**config.mk**
```make
export PLATFORM = sky130hd
export DESIGN_NAME = asp_node
export DESIGN_NICKNAME = d
export VERILOG_FILES = /design/src/rtl/asp_node.sv
export SDC_FILE = /design/constraint.sdc
export NUM_CORES = 1
export LEC_CHECK = 0
export CORE_ASPECT_RATIO = 2
export CORE_MARGIN = 1.5
export CORE_UTILIZATION = 35
export DETAILED_ROUTE_END_ITERATION = 16
export GPL_ROUTABILITY_DRIVEN = 0
export HOLD_SLACK_MARGIN = 0.03
export PLACE_DENSITY = 0.61
export SLEW_MARGIN = 10
export SYNTH_ARGS = -nofsm -noshare
export SYNTH_HDL_FRONTEND = slang
export SYNTH_SLANG_ARGS = --single-unit
```
**constraint.sdc**
```tcl
create_clock -name clk -period 2.8 [get_ports clk]
set_input_delay 0.56 -clock clk [delete_from_list [all_inputs] [get_ports clk]]
set_output_delay 0.56 -clock clk [all_outputs]
set_load 0.03 [all_outputs]
```
**src/rtl/asp_node.sv**
```systemverilog
// Reliable point-to-point link node: parity-checked host words go out with a
// sequence tag and are retransmitted until acknowledged; tagged network words are delivered in order.
module asp_node #(
    parameter int data_size      = 32,
    parameter int tag_size       = 8,
    parameter int timeout_cycles = 16
) (
    input  logic                          clk,
    input  logic                          reset,
    input  logic                          data_parity_ready_in,
    input  logic [data_size:0]            data_parity_in,
    input  logic                          network_data_ready_in,
    input  logic                          network_ACK_in,
    input  logic [data_size+tag_size-1:0] network_data_tag_in,
    output logic                          parity_error_out,
    output logic                          host_data_ready_out,
    output logic [data_size-1:0]          host_data_out,
    output logic                          network_data_ready_out,
    output logic                          network_ACK_out,
    output logic [data_size+tag_size-1:0] network_data_tag_out
);

    localparam int CNT_W = (timeout_cycles > 2) ? $clog2(timeout_cycles) : 1;
    localparam logic [CNT_W-1:0] CNT_LAST = CNT_W'(timeout_cycles - 1);

    localparam logic [0:0] TX_IDLE     = 1'b0;
    localparam logic [0:0] TX_WAIT_ACK = 1'b1;

    // ------------------------------------------------------------------
    // Even-parity check over all data_size+1 host bits
    // ------------------------------------------------------------------
    logic [data_size+1:0] parity_chain;
    logic                 parity_ok;

    assign parity_chain[0] = 1'b0;

    genvar gi;
    generate
        for (gi = 0; gi <= data_size; gi = gi + 1) begin : g_parity
            assign parity_chain[gi+1] = parity_chain[gi] ^ data_parity_in[gi];
        end
    endgenerate

    assign parity_ok = ~parity_chain[data_size+1];

    // ------------------------------------------------------------------
    // TX state
    // ------------------------------------------------------------------
    logic [0:0]          tx_state_reg, tx_state_next;
    logic [tag_size-1:0] tx_tag_reg, tx_tag_next;
    logic [CNT_W-1:0]    cnt_reg, cnt_next;
    logic                tx_load;
    logic                tx_send;
    logic                tx_perr;

    always_comb begin
        tx_state_next = tx_state_reg;
        tx_tag_next   = tx_tag_reg;
        cnt_next      = cnt_reg;
        tx_load       = 1'b0;
        tx_send       = 1'b0;
        tx_perr       = 1'b0;
        case (tx_state_reg)
            TX_IDLE: begin
                if (data_parity_ready_in) begin
                    if (parity_ok) begin
                        tx_load       = 1'b1;
                        tx_send       = 1'b1;
                        cnt_next      = '0;
                        tx_state_next = TX_WAIT_ACK;
                    end else begin
                        tx_perr = 1'b1;
                    end
                end
            end
            TX_WAIT_ACK: begin
                // An ACK arriving on the timeout edge beats the retransmit.
                if (network_ACK_in) begin
                    tx_tag_next   = tx_tag_reg + 1'b1;
                    cnt_next      = '0;
                    tx_state_next = TX_IDLE;
                end else if (cnt_reg == CNT_LAST) begin
                    tx_send  = 1'b1;
                    cnt_next = '0;
                end else begin
                    cnt_next = cnt_reg + 1'b1;
                end
            end
            default: begin
                tx_state_next = TX_IDLE;
                cnt_next      = '0;
            end
        endcase
    end

    always_ff @(posedge clk) begin
        if (reset) begin
            tx_state_reg           <= TX_IDLE;
            tx_tag_reg             <= '0;
            cnt_reg                <= '0;
            parity_error_out       <= 1'b0;
            network_data_ready_out <= 1'b0;
            network_data_tag_out   <= '0;
        end else begin
            tx_state_reg           <= tx_state_next;
            tx_tag_reg             <= tx_tag_next;
            cnt_reg                <= cnt_next;
            parity_error_out       <= tx_perr;
            network_data_ready_out <= tx_send;
            if (tx_load) begin
                network_data_tag_out <= {tx_tag_reg, data_parity_in[data_size-1:0]};
            end
        end
    end

    // ------------------------------------------------------------------
    // RX path, independent of TX
    // ------------------------------------------------------------------
    logic [tag_size-1:0]  rx_tag_reg, rx_tag_next;
    logic [tag_size-1:0]  rx_tag_prev;
    logic [tag_size-1:0]  rx_tag_field;
    logic [data_size-1:0] rx_data_field;
    logic                 rx_fresh;
    logic                 rx_dup;

    assign rx_tag_field  = network_data_tag_in[data_size+tag_size-1:data_size];
    assign rx_data_field = network_data_tag_in[data_size-1:0];
    assign rx_tag_prev   = rx_tag_reg - 1'b1;

    always_comb begin
        rx_fresh    = 1'b0;
        rx_dup      = 1'b0;
        rx_tag_next = rx_tag_reg;
        if (network_data_ready_in) begin
            if (rx_tag_field == rx_tag_reg) begin
                rx_fresh    = 1'b1;
                rx_tag_next = rx_tag_reg + 1'b1;
            end else if (rx_tag_field == rx_tag_prev) begin
                // Sender missed our ACK: re-acknowledge without redelivering.
                rx_dup = 1'b1;
            end
        end
    end

    always_ff @(posedge clk) begin
        if (reset) begin
            rx_tag_reg          <= '0;
            host_data_ready_out <= 1'b0;
            host_data_out       <= '0;
            network_ACK_out     <= 1'b0;
        end else begin
            rx_tag_reg          <= rx_tag_next;
            host_data_ready_out <= rx_fresh;
            network_ACK_out     <= rx_fresh | rx_dup;
            if (rx_fresh) begin
                host_data_out <= rx_data_field;
            end
        end
    end

endmodule

```
==> impl_metrics.csv, run 1 <==
group,metric,value,unit
pwr,ir_worst_vdd,0.572,mV
timing,postLayoutSetupSlackWorst,144,ps
timing,fmax,377,MHz
timing,final_max_slew_viol_count,0,
clock_network,cts-resized-gates,0,
flow_run,drv_cap,0,
routing,dr.max_layer_used,"met4",
run_status,status,"complete, no violations",
grt,grt_overflow_total,0,
synth,synth_nets,559,
synth,async_flop_share,0,%
synth,ys_ff_latch,97,
cells_and_area,layout-drive-gt1-share,6.16,%
synth,syn_area_per_cell,9.63,um2
timing,setup_violations,0,
setup_path,cp_cell_sequence,"clkdlybuf4s50_1 -> xnor2_1 -> xnor2_1 -> buf_4 -> xnor2_1 -> xnor3_1 -> mux2i_4 -> buf_12 -> mux2i_1",
clock_network,cts_setup_buffers,0,
placed_design,placed_area,6340,um2
clock_network,worst_skew_pair.late_latency,350,ps
synth,synth_top_cells_by_count,"dfxtp_1 (97), nand2b_1 (81), mux2i_1 (74), nor2_1 (53), xnor2_1 (38)",
synth,synth-adder-area-share,1.09,%
min_path,min_from,"network_data_tag_out[0]",
setup_path,r2r_setup_slack,600,ps
timing,relSlewSlack,69.6,%
timing,rsz0062_at_grt,"false",
pwr,comb_power_share,38.4,%
clock_network,cts_max_path_buffers,2,
routing,met3WireLength,597,um
grt,grt_first_pass_wirelength,18.9,mm
pwr,power_frac_seq,35.6,%
setup_path,crit_type,"in -> reg",
pwr,pwr-share-clk,26.0,%
clock_network,cts_buffers,9,
routing,drt_iter0_markers,139,
floorplan,core,12900,um2
cells_and_area,seqCellArea,1940,um2
min_path,min_path_type,"reg -> reg",
synth,netlist_area,4590,um2
clock_network,clk_pin_slew,70,ps
timing,setup_tns,0,ps
synth,synth_edf_count,0,
timing,fin_skew,13.1,ps
cells_and_area,antenna_cells,0,
clock_network,h-tree-depth,3,
pwr,p_leak,2.34,nW
setup_path,endpoint_kind,"register",
clock_network,clock-root-buffer,"clkbuf_16",
cells_and_area,fill_cells,1194,
pwr,p_total,4.77,mW
setup_path,cpMostUsedCell,"xnor2_1",
synth,synthCells,477,
timing,final_hold_viol_count,0,
synth,synth_compound_area_share,4.79,%
setup_path,rr_endpoint,"rx_tag_reg[6]",
placed_design,io_buffer_count,153,
setup_path,worstRegToRegCells,6,
placed_design,hpwlAfterDp,8.70,mm
synth,synth_seq_area_share,42.3,%
cells_and_area,top_regs,"network_data_tag_out: 40 flops, host_data_out: 32 flops",
synth,yosys.area_share.xor_xnor,10.9,%
setup_path,arrival,2930,ps
timing,fin_crit_sh,94.9,%
pwr,p_sw,1.61,mW
synth,synth_top_area_share,42.3,%
routing,via_per_inst,4.83,
routing,vias,3790,
clock_network,cts_sinks,97,
setup_path,critPathLaunchType,"input pin",
synth,synthSimpleGateAreaFrac,20.5,%
grt,grt_max_degree,85,
routing,route.met2.wl,6.52,mm
routing,drtPass1Iterations,4,
cells_and_area,multi_input_area,2500,um2
cells_and_area,regMostFlops,"network_data_tag_out",
floorplan,io_pins,154,
synth,synth_cell_types,37,
timing,fin_crit,2660,ps
routing,routedWlPerCell,14.7,um
cells_and_area,nets,711,
pwr,p_int,3.16,mW
setup_path,r2r-start,"rx_tag_reg[3]",
floorplan,rows,59,
floorplan,initial_utilization,35.6,%
routing,drt_wl_total,11.6,mm
setup_path,cp_max_fo,28,
setup_path,worstPathRequired,3080,ps
min_path,worstHoldPathCells,2,
placed_design,pre_cts_slack,-248,ps
grt,grt_pass1_vias,3975,
routing,met1Wirelength,4.18,mm
clock_network,cts_tree,"built",
grt,antenna_found_initial,0,
timing,tightest_slew,456,ps
synth,synth_most_common_cell,"dfxtp_1",
routing,drc,0,
floorplan,die_w,84.0,um
cells_and_area,syn2layout_area_growth,44.6,%
synth,synth_area_leaders,"dfxtp_1 (42%), mux2i_1 (16%), nand2b_1 (11%), xnor2_1 (7.2%), nor2_1 (4.3%)",
synth,yosysWarnings,0,
cells_and_area,fin_area,6640,um2
setup_path,slowest_delay,470,ps
min_path,holdPathEnd,"network_data_tag_out[0]",
pwr,power_density,719,nW/um2
grt,grt.total_usage,17.0,%
setup_path,crit_slowest_cell,"xnor3_1",
clock_network,cts_hold_buf,0,
cells_and_area,largest_reg_flops,40,
synth,synth_top_family_by_area,"simple AND/OR/NAND/NOR gates",
routing,drtAntennaViolNets,0,
synth,ys.flop_type,"dfxtp_1",
synth,synth_mux_area_share,16.9,%
pwr,swShare,33.8,%
synth,synth_area_leader_cell,"dfxtp_1",
floorplan,dieArea,13900,um2
floorplan,die_y,165,um
==> power by group through the flow <==
| stage | registers, mW | logic (mW) | clock network, mW |
|---|---|---|---|
| global route | 1.73 | 1.94 | 1.33 |
| finish | 1.70 | 1.83 | 1.24 |
| floorplan | 2.05 | 0.849 | 0 |
| global placement | 1.73 | 1.80 | 0 |
| CTS | 1.71 | 1.83 | 1.28 |
| detailed placement | 1.74 | 1.82 | 0 |
==> placed cells by master, fill, tap and decap left out, types with 2 or more instances in the layout <==
cell type / Yosys / routed
or3_1: 5 / 5
nand2_1: 13 / 13
nand4_1: 6 / 6
a32oi_1: 2 / 2
nor4_1: 5 / 5
xor2_1: 14 / 13
nor2_1: 53 / 53
dfxtp_1: 97 / 97
clkbuf_16: 0 / 9
o21ai_0: 10 / 10
buf_4: 0 / 14
inv_6: 0 / 2
nand3b_1: 2 / 2
buf_12: 0 / 3
ha_1: 4 / 4
nand2b_1: 81 / 81
inv_1: 5 / 5
xnor2_1: 38 / 38
a31oi_1: 3 / 3
mux2i_1: 74 / 74
nand3_1: 8 / 8
clkdlybuf4s50_1: 0 / 152
a31o_2: 3 / 3
xnor3_1: 2 / 2
a21oi_1: 7 / 7
a21o_1: 2 / 2
o22ai_1: 2 / 2
==> metal layers <==
metal  track usage [%]  vias up
met4              6.86        0
met3              3.80       21
met5                 0        -
met2              34.1      127
li1                  -     1896
met1              16.4     1746
==> per-stage QoR <==
stage                     hold slack, ps  util, %  std cells
after global routing                 496     51.4        785
final                                474     51.4        785
after detailed placement             462     49.1        770
after floorplan                      464        -        477
after CTS                            479     51.3        785
after global placement               459     49.1        770
==> cell type report <==
| type | count | area share [%] |
|---|---|---|
| timing repair buffer | 170 | 25.6 |
| sequential | 97 | 29.2 |
| multi-input combinational | 346 | 37.6 |
| inverter | 5 | 0.283 |
| tap | 152 | 2.86 |
| clock inverter | 5 | 0.961 |
| clock buffer | 10 | 3.45 |
==> worst max-delay path, delay by kind of cell <==
kind | cells | cell delay, ps
buf+inv | 3 | 840
xor+xnor | 4 | 990
mux | 2 | 520
==> worst max-delay path by stage <==
stage                       startpoint                       end  slack (ps)  depth (start not counted)
detailed placement  data_parity_in[30]                cnt_reg[3]        -250                          9
global route        data_parity_in[19]  network_data_tag_out[24]          20                          8
finish              data_parity_in[30]  network_data_tag_out[31]         140                          9
floorplan           data_parity_in[18]   network_data_tag_out[0]         480                          7
global placement    data_parity_in[30]                cnt_reg[1]        -190                          9
CTS                 data_parity_in[30]                cnt_reg[3]         110                          9
==> cell families (layout without fill, tap and decap cells) <==
kind of cell / after synthesis / after routing
and+or+nand+nor: 178 / 178
DFF: 97 / 97
muxes: 76 / 76
xor gates and xnor gates: 54 / 54
AOI/OAI and AO/OA: 34 / 34
buffers and inverters: 34 / 190
adders and majority gates: 4 / 4
No activity file was read; power rests on OpenSTA's default activity.
==> run 2, diff against run 1 <==
- CTS_BUF_LIST: not set -> sky130_fd_sc_hd__clkbuf_16
- HOLD_SLACK_MARGIN: 0.03 -> not set
==> run 2 against run 1 <==
First-iteration DRC count grew 2.2%. Count of clock-buffer cells in the layout down 1. Clock skew unchanged. Global-route usage stayed put. Fmax about the same. Combinational power barely moved. Largest power group unchanged.
==> impl_metrics.csv, run 2 (synthesis gave the netlist of run 1 again) <==
group,metric,value,unit
timing,fin_crit_sh,94.9,%
clock_network,h-tree-depth,3,
cells_and_area,nets,711,
setup_path,worstRegToRegCells,6,
cells_and_area,final_common_cell,"clkdlybuf4s50_1",
routing,via_per_inst,4.83,
cells_and_area,antenna_cells,0,
cells_and_area,seqCellArea,1940,um2
timing,setup_violations,0,
cells_and_area,layout.cells.most_common_list,"clkdlybuf4s50_1 (152), dfxtp_1 (97), nand2b_1 (81)",
setup_path,worstPathRequired,3080,ps
cells_and_area,fill_cells,1194,
timing,rsz0062_at_grt,"false",
setup_path,r2r-start,"rx_tag_reg[3]",
floorplan,initial_utilization,35.6,%
pwr,ir_worst_vdd,0.572,mV
timing,setup_tns,0,ps
setup_path,cp_cell_sequence,"clkdlybuf4s50_1 -> xnor2_1 -> xnor2_1 -> buf_4 -> xnor2_1 -> xnor3_1 -> mux2i_4 -> buf_12 -> mux2i_1",
floorplan,die_y,165,um
grt,antenna_found_initial,0,
setup_path,cp_max_fo,28,
floorplan,io_pins,154,
cells_and_area,stdcell_count,785,
floorplan,rows,59,
clock_network,clk_pin_slew,70,ps
setup_path,arrival,2930,ps
grt,grt.total_usage,17.0,%
floorplan,core,12900,um2
clock_network,clock-root-buffer,"clkbuf_16",
cells_and_area,regMostFlops,"network_data_tag_out",
cells_and_area,fin_area,6640,um2
floorplan,dieArea,13900,um2
clock_network,cts_buffers,9,
setup_path,rr_endpoint,"rx_tag_reg[6]",
timing,fmax,376,MHz
cells_and_area,layout-drive-gt1-share,6.16,%
routing,drtPass1Iterations,4,
timing,final_hold_viol_count,0,
pwr,p_leak,2.35,nW
grt,grt_pass1_vias,3975,
routing,vias,3792,
clock_network,cts_hold_buf,0,
placed_design,placedCellCount,770,
setup_path,cpMostUsedCell,"xnor2_1",
cells_and_area,finish.utilization,51.4,%
routing,routedWlPerCell,14.7,um
placed_design,hpwlAfterDp,8.70,mm
pwr,p_total,4.77,mW
cells_and_area,multi_input_area,2500,um2
grt,grt_overflow_total,0,
clock_network,worst_skew_pair.late_latency,350,ps
timing,fin_skew,13.1,ps
min_path,min_path_type,"reg -> reg",
setup_path,endpoint_kind,"register",
placed_design,io_buffer_count,153,
run_status,status,"complete, no violations",
min_path,worstHoldPathCells,2,
flow_run,drv_cap,0,
timing,relSlewSlack,69.6,%
placed_design,placed_area,6340,um2
setup_path,crit_slowest_cell,"xnor3_1",
grt,grt_first_pass_wirelength,18.9,mm
timing,fin_crit,2660,ps
clock_network,cts_setup_buffers,0,
timing,final_max_slew_viol_count,0,
timing,tightest_slew,456,ps
setup_path,slowest_delay,470,ps
setup_path,critPathLaunchType,"input pin",
pwr,power_density,718,nW/um2
cells_and_area,syn2layout_area_growth,44.6,%
routing,drt_wl_total,11.6,mm
routing,drt_iter0_markers,142,
routing,drtAntennaViolNets,0,
setup_path,crit_type,"in -> reg",
clock_network,cts_tree,"built",
setup_path,r2r_setup_slack,600,ps
cells_and_area,top_regs,"network_data_tag_out: 40 flops, host_data_out: 32 flops",
grt,grt_max_degree,85,
routing,drc,0,
min_path,holdPathEnd,"network_data_tag_out[0]",
clock_network,cts_sinks,97,
clock_network,cts_max_path_buffers,2,
min_path,min_from,"network_data_tag_out[0]",
floorplan,die_w,84.0,um
cells_and_area,largest_reg_flops,40,
[run 2: how the worst max path moves through the flow]
stage,startpoint,endpoint,slack [ps],cells past startpoint
floorplan,data_parity_in[18],network_data_tag_out[0],480,7
global placement,data_parity_in[30],cnt_reg[1],-190,9
detailed placement,data_parity_in[30],cnt_reg[3],-250,9
CTS,data_parity_in[30],cnt_reg[3],110,9
global route,data_parity_in[19],network_data_tag_out[24],20,8
finish,data_parity_in[30],network_data_tag_out[31],140,9
[run 2: worst max-delay path: cells and delay by family]
kind / cells / cell delay [ps]
xor gates and xnor gates: 4 / 990
muxes: 2 / 520
buffers and inverters: 3 / 840
[run 2: through the flow]
| step | hold WS, ps | worst slack [ps] |
|---|---|---|
| after floorplan | 464 | 483 |
| final | 474 | 143 |
| after detailed placement | 462 | -248 |
| after global routing | 496 | 15.3 |
| after CTS | 479 | 107 |
| after global placement | 459 | -190 |
[run 2: layer usage]
layer  part of all wire, %  global-route usage [%]  wire [um]
met1                    36                    16.4       4180
met2                    56                    34.1       6520
met3                   5.2                    3.80        597
met4                   2.3                    6.86        266
met5                     0                       0          0
[run 2: timing repair]
| action | in CTS | in global routing |
|---|---|---|
| endpoints found under the setup margin | 0 | 4 |
| gates resized for setup | 0 | 2 |
| endpoints found under the hold margin | 0 | 0 |
[run 2: where the power goes]
part | total (mW) | switching [mW] | internal (mW)
logic | 1.83 | 0.942 | 0.891
clock network | 1.24 | 0.543 | 0.693
registers | 1.70 | 0.127 | 1.57
total | 4.77 | 1.61 | 3.16
[run 2: cell type report]
class	instances	area share (%)
sequential	97	29.2
timing repair buffer	170	25.6
clock buffer	9	3.39
multi-input combinational	346	37.6
inverter	5	0.283
tap	152	2.86
clock inverter	6	1.02
